`src/rtl/mem_port_arbiter.sv`:
```
// Arbitrates one single-port synchronous RAM between instruction fetch and data
// ports; data has priority, with a bounded-wait guard against fetch starvation.
module mem_port_arbiter #(
    parameter int WORD_SIZE      = 16,
    parameter int READ_LATENCY   = 1,
    parameter int FETCH_MAX_WAIT = 4
) (
    input  logic                 Clock,
    input  logic                 Reset,
    input  logic                 InstrReq,
    input  logic [WORD_SIZE-1:0] InstrAddr,
    output logic [WORD_SIZE-1:0] InstrRdData,
    output logic                 InstrWaitreq,
    input  logic                 ReadData,
    input  logic                 WriteData,
    input  logic [WORD_SIZE-1:0] DataAddr,
    input  logic [WORD_SIZE-1:0] DataWrData,
    output logic [WORD_SIZE-1:0] DataRdData,
    output logic                 DataWaitreq,
    output logic [WORD_SIZE-1:0] MemAddr,
    output logic [WORD_SIZE-1:0] MemWrData,
    output logic                 MemRdEn,
    output logic                 MemWrEn,
    input  logic [WORD_SIZE-1:0] MemRdData
);

    typedef enum logic [1:0] {
        IDLE  = 2'd0,
        ISSUE = 2'd1,
        WAIT  = 2'd2,
        DONE  = 2'd3
    } state_e;

    typedef enum logic {
        OWN_FETCH = 1'b0,
        OWN_DATA  = 1'b1
    } owner_e;

    localparam logic [3:0] LAT_INIT  = 4'(READ_LATENCY);
    localparam logic [3:0] STARV_MAX = 4'(FETCH_MAX_WAIT);

    state_e               state_q, state_d;
    owner_e               owner_q, owner_d;
    logic                 is_wr_q, is_wr_d;
    logic [WORD_SIZE-1:0] addr_q, addr_d;
    logic [WORD_SIZE-1:0] wdata_q, wdata_d;
    logic [3:0]           lat_q, lat_d;
    logic [3:0]           starv_q, starv_d;
    logic [WORD_SIZE-1:0] irdata_q, irdata_d;
    logic [WORD_SIZE-1:0] drdata_q, drdata_d;

    logic data_req;
    logic fetch_forced;
    logic data_wins;
    logic data_is_wr;
    logic rd_en;
    logic wr_en;

    always_comb begin
        state_d      = state_q;
        owner_d      = owner_q;
        is_wr_d      = is_wr_q;
        addr_d       = addr_q;
        wdata_d      = wdata_q;
        lat_d        = lat_q;
        starv_d      = starv_q;
        irdata_d     = irdata_q;
        drdata_d     = drdata_q;
        rd_en        = 1'b0;
        wr_en        = 1'b0;
        data_req     = ReadData | WriteData;
        fetch_forced = InstrReq && (starv_q == STARV_MAX);
        data_wins    = data_req && !fetch_forced;
        // A simultaneous read+write request degrades to a plain read.
        data_is_wr   = WriteData & ~ReadData;

        unique case (state_q)
            IDLE: begin
                if (data_req || InstrReq) begin
                    state_d = ISSUE;
                    if (data_wins) begin
                        owner_d = OWN_DATA;
                        addr_d  = DataAddr;
                        is_wr_d = data_is_wr;
                        if (data_is_wr) begin
                            wdata_d = DataWrData;
                        end
                        if (!InstrReq) begin
                            starv_d = 4'd0;
                        end else if (starv_q < STARV_MAX) begin
                            starv_d = starv_q + 4'd1;
                        end
                    end else begin
                        owner_d = OWN_FETCH;
                        addr_d  = InstrAddr;
                        is_wr_d = 1'b0;
                        starv_d = 4'd0;
                    end
                end
            end
            ISSUE: begin
                if (is_wr_q) begin
                    wr_en   = 1'b1;
                    state_d = DONE;
                end else begin
                    rd_en   = 1'b1;
                    lat_d   = LAT_INIT;
                    state_d = WAIT;
                end
            end
            WAIT: begin
                lat_d = lat_q - 4'd1;
                if (lat_q == 4'd1) begin
                    if (owner_q == OWN_DATA) begin
                        drdata_d = MemRdData;
                    end else begin
                        irdata_d = MemRdData;
                    end
                    state_d = DONE;
                end
            end
            DONE: begin
                state_d = IDLE;
            end
        endcase
    end

    always_ff @(posedge Clock) begin
        if (Reset) begin
            state_q  <= IDLE;
            owner_q  <= OWN_FETCH;
            is_wr_q  <= 1'b0;
            addr_q   <= '0;
            wdata_q  <= '0;
            lat_q    <= 4'd0;
            starv_q  <= 4'd0;
            irdata_q <= '0;
            drdata_q <= '0;
        end else begin
            state_q  <= state_d;
            owner_q  <= owner_d;
            is_wr_q  <= is_wr_d;
            addr_q   <= addr_d;
            wdata_q  <= wdata_d;
            lat_q    <= lat_d;
            starv_q  <= starv_d;
            irdata_q <= irdata_d;
            drdata_q <= drdata_d;
        end
    end

    // Strobes are gated by Reset so an access issuing during reset never lands.
    assign MemRdEn   = rd_en & ~Reset;
    assign MemWrEn   = wr_en & ~Reset;
    assign MemAddr   = addr_q;
    assign MemWrData = wdata_q;

    assign InstrRdData = irdata_q;
    assign DataRdData  = drdata_q;

    assign InstrWaitreq = InstrReq &
        (Reset | ~(state_q == DONE && owner_q == OWN_FETCH));
    assign DataWaitreq  = (ReadData | WriteData) &
        (Reset | ~(state_q == DONE && owner_q == OWN_DATA));

endmodule

```
`config.mk`:
```
export PLATFORM = sky130hd
export DESIGN_NAME = mem_port_arbiter
export DESIGN_NICKNAME = d
export VERILOG_FILES = /design/src/rtl/mem_port_arbiter.sv
export SDC_FILE = /design/constraint.sdc
export NUM_CORES = 1
export LEC_CHECK = 0
export CAP_MARGIN = 20
export CORE_MARGIN = 2
export CORE_UTILIZATION = 62
export DETAILED_ROUTE_END_ITERATION = 6
export DONT_BUFFER_PORTS = 1
export PLACE_DENSITY = 0.78
export SYNTH_ARGS = -nofsm -noshare
export SYNTH_HDL_FRONTEND = slang
export SYNTH_SLANG_ARGS = --single-unit
```
`constraint.sdc`:
```
create_clock -name Clock -period 2.28 [get_ports Clock]
set_clock_uncertainty 0.15 [all_clocks]
set_input_delay 0.456 -clock Clock [delete_from_list [all_inputs] [get_ports Clock]]
set_output_delay 0.456 -clock Clock [all_outputs]
set_load 0.005 [all_outputs]
```
* Word-level counts from Yosys, hierarchy flattened *
Index checks and enable logic that the tools add are counted.

storage, ports and cells
  bits in registers = 76
  input port bits = 69
  output and inout bits = 68
  logic and storage cells = 65

cells by class
  $add $sub $neg = 2
  order comparisons = 1
  equality and inequality tests = 9
  multiplexer cells = 16
  bitwise gates (word level) = 13
  reduce and logical (&&, ||, !) cells = 15

operator list
  cell                                                        number
  2-to-1 mux 16 bit                                           1
  2-to-1 mux 4 bit                                            4
  AND reduction 3 bit                                         3
  one-hot mux 2 bit (4 select lines)                          1
  one-hot mux 4 bit (2 select lines)                          1
  2-to-1 mux 1 bit                                            7
  != test 2 bit, second input constant                        3
  AND reduction 2 bit                                         3
  bitwise AND 1 bit                                           5
  inverter 1 bit                                              5
  adder 4 x 1 -> 4 bit, second input constant                 1
  == test 2 bit, second input constant                        2
  == test 4 x 1 -> 1 bit, second input constant               1
  == test 4 x 3 -> 1 bit, second input constant               1
  logical AND 1 bit                                           4
  less-than comparator 4 x 3 -> 1 bit, second input constant  1
  2-to-1 mux 2 bit                                            2
  AND reduction 4 bit                                         1
  subtractor 4 x 1 -> 4 bit, second input constant            1
  != test 3 x 2 -> 1 bit, second input constant               1
  bitwise OR 1 bit                                            3
  == test 2 x 1 -> 1 bit, second input constant               1
  zero test 2 bit                                             1
  nonzero test 2 bit                                          1
  other kinds (2)                                             2

* Logic depth before layout (Yosys ltp) *
  word-level depth = 6
  depth in mapped cells = 8

* Worst setup path before layout *
Ideal clock, no wire load.

  path type = reg-to-reg
  from = register state_q[0]
  to = register drdata_q[10] (netlist: DataRdData[10])
  library setup time = 128 ps
  data arrival time = 1642 ps
  path slack = 360 ps
  cell stages (with the launch flop) = 9
  buffers on the path = 2
  clock period less this slack = 1920 ps
  path through = dfxtp_1 -> inv_1 -> ha_1 -> nand3b_2 -> or3b_1 -> buf_6 -> buf_12 -> mux2i_1 -> nor2_1

between the ends
  word-level cells in the longest chain between the ends = 2

ends and longest elaborated chain
  what                                  line  text
  start, declared                       42    state_e state_q, state_d;
  start signal, assigned                140   state_q <= state_d;
  == test 2 bit                         77    unique case (state_q)
  AND reduction 3 bit (no source line)  --
  end signal, assigned                  148   drdata_q <= drdata_d;
  end, declared                         50    logic [WORD_SIZE-1:0] drdata_q, drdata_d;

No other way between the ends.
A chain may end at the register's enable or synchronous reset.

* Worst setup path in the final report *
  from = register starv_q[0]
  to = register addr_q[10] (netlist: MemAddr[10])

between the ends
  word-level cells in the longest chain between the ends = 5

ends and longest elaborated chain
  what                    line  text
  start, declared         48    logic [3:0] starv_q, starv_d;
  start signal, assigned  146   starv_q <= starv_d;
  == test 4 x 3 -> 1 bit  72    fetch_forced = InstrReq && (starv_q == STARV_MAX);
  logical AND 1 bit       72
  zero test 1 bit         73    data_wins = data_req && !fetch_forced;
  logical AND 1 bit       73
  2-to-1 mux 16 bit       81    if (data_wins) begin
  end signal, assigned    143   addr_q <= addr_d;
  end, declared           45    logic [WORD_SIZE-1:0] addr_q, addr_d;

No other way between the ends.

==> impl_metrics.toml <==
[cts]
cts_tree = "done"
cts_buffers = 9
htree_num_levels = 3
clkTransAtPathRegs_ns = 0.08
cts_repair_resize_count = 0
root_buffer = "clkbuf_8"
cts_buffer_depth = 2
clock_latency_ns = 0.35
cts_num_sinks = 76

[min_path]
hold_end = "MemWrData[4]"
hold_start = "Reset"
holdCritPathClass = "in2reg"
hold_depth = 1

[drt]
via_per_inst = 5.77
wl_per_cell_um = 16.9
drt_iter0_markers = 126
drt_first_pass_iters = 4
drtAntennaViolNets = 0
vias = 2344
drc = 0
postRouteWirelength_mm = 6.85

[global_routing]
antenna_found_initial = 0
grt_use_total = 0.240
grt_max_degree = 64
grt_overflow = 0
first_global_vias = 2187
grt_pass1_wl_mm = 10.0

[die]
core_area_um2 = 4790
fp.dieW_um = 74.8
initial_core_util = 0.650
rows = 25
die_height_um = 74.8
dieArea_um2 = 5600
ioPinCount = 137

[worst_setup_path]
rrSetupSlack_ns = 0.18
crit_path_start = "starv_q[0]"
cp-end-kind = "flop"
reg2reg_to = "MemAddr[10]"
crit_type = "reg2reg"
start_kind = "flop"
r2r-start = "starv_q[0]"
critPathArrivalTime_ns = 2.23
rr_worst_depth = 6
worst_ep_required_time_ns = 2.41
worstPathMaxFanout = 17

[pwr]
cellPowerDensity_nw_per_um2 = 1060
power.switching_mw = 1.14
p_leak_nw = 1.36
seqPwrFrac = 0.492
power.total_mw = 3.56
p_clk_frac = 0.281
internal_power_mw = 2.42
switching_share = 0.320
combPwrFrac = 0.227
peakVddDrop_mv = 0.699

[sta]
hold_viol_final = 0
fin_setup_tns_ns = 0
fmaxAchievable_ghz = 0.476
setup_viol = 0
fin_crit_ns = 2.10
period_share = 0.922
rsz0062_at_grt = "false"
drv_slew = 0
relSlewSlack = 0.392
worstMarginPinSlew_ns = 0.911

[logic_synthesis]
synth_edf_count = 0
synth_simple_gate_area_frac = 0.141
synth_cell_types = 36
muxShareOfSynthArea = 0.161
synth_flop_cell = "dfxtp_1"
synth_area_um2 = 3110
synth_compound_area_frac = 0.130
ys_warn_count = 0
yosysSeqAreaShare = 0.489
async_flop_share = 0
synth_adder_area_share = 0.0322
synth_top_family_by_area = "multiplexers"
syn_inst = 333
synth-seq-cells = 76
syn-num-nets = 410
synthXorXnorAreaFrac = 0
syn_avg_cell_area_um2 = 9.34

[place]
globalplace.congestion = 0.775
dp_hpwl_mm = 4.60
port_buffers = 0

[finish]
nets = 411
seqCellArea_um2 = 1520
layout_common_cells = "dfxtp_1, nor2_1, mux2i_1, a21oi_1, o21ai_0"
num_antenna_cells = 0
syn_to_final_growth_pct = 8.12
drive_above_1_share = 0.0885
num-fill-cells = 366
final_common_cell = "dfxtp_1"
multiInputGateArea_um2 = 1450

[job]
max_cap_viol_count = 0

[run_status]
outcome = "finished clean"
-- how the worst max path moves through the flow --
| stage | end | slack [ns] |
|---|---|---|
| after floorplan | DataRdData[10] | 0.36 |
| after global placement | DataRdData[4] | 0.29 |
| after detailed placement | MemAddr[10] | 0.23 |
| after CTS | MemAddr[10] | 0.20 |
| after global routing | MemAddr[10] | 0.04 |
| final | MemAddr[10] | 0.18 |
-- routing by layer --
metal	GRT usage	share of wire	up-vias
met5	0	0	-
met4	0.107	0.020	0
met3	0.126	0.089	16
met2	0.378	0.49	95
met1	0.271	0.40	1089
li1	-	-	1144
-- sequential cells by signal (all words and copies together) (netlist names) --
register,flops
DataRdData,16
InstrRdData,16
MemAddr,16
MemWrData,16
lat_q,4
starv_q,4
state_q,2
is_wr_q,1
owner_q,1
-- cell usage after synthesis (2+ instances only) --
library cell	instances	area [µm²]
dfxtp_1	76	1520
o21ai_0	23	115
buf_2	4	20.0
inv_1	9	33.8
clkbuf_1	11	41.3
nor3_1	2	10.0
nand3b_1	2	15.0
a22oi_1	3	22.5
buf_4	2	15.0
nor2b_1	3	18.8
mux2i_1	49	490
a21oi_1	39	195
nand4_1	2	12.5
or3b_1	2	17.5
a211oi_1	3	22.5
nor2_1	55	206
a31oi_1	3	18.8
nand2_1	20	75.1
ha_1	8	100
-- power by group through the flow --
stage	Sequential, mW	Combinational, mW	Clock, mW
after floorplan	1.72	0.663	0
after global placement	1.78	0.765	0
after detailed placement	1.77	0.793	0
after CTS	1.75	0.794	1.02
after global routing	1.78	0.918	1.08
final	1.75	0.810	1.00
-- repair_timing --
action | CTS | global route
setup buffers | 0 | 0
hold endpoints to repair | 0 | 31
hold buffers | 0 | 2
-- logic make-up (layout without fill, tap and decap cells) --
kind of cell,after synthesis,after routing
AO/OA/AOI/OAI,75,75
buffers and inverters,29,35
multiplexers,50,50
AND/OR/NAND/NOR,95,95
adder cells (fa/ha/maj),8,8
flip-flops,76,76
-- per-stage QoR --
step	cell area, µm²	setup slack [ns]	utilization	cells	hold slack, ns
floorplan	3110	0.360	-	333	0.295
global placement	3140	0.294	0.657	388	0.304
detailed placement	3140	0.231	0.657	388	0.310
CTS	3330	0.201	0.697	404	0.000208
global route	3360	0.0398	0.703	406	0.00116
finish	3360	0.178	0.703	406	0.0129
-- area by class of cell --
type,instances,area share
sequential,76,0.452
multi-input combinational,228,0.430
clock buffer,10,0.0379
clock inverter,6,0.0186
timing repair buffer,10,0.0268
tap,67,0.0249
inverter,9,0.0100
-- worst max-delay path: stages (launching register included) --
cell,delay (ns)
dfxtp_1,0.35
inv_1,0.07
ha_1,0.22
nand4b_1,0.13
and2_0,0.74
a21oi_1,0.17
a21oi_1,0.19
Power figures use the tool's default switching activity.
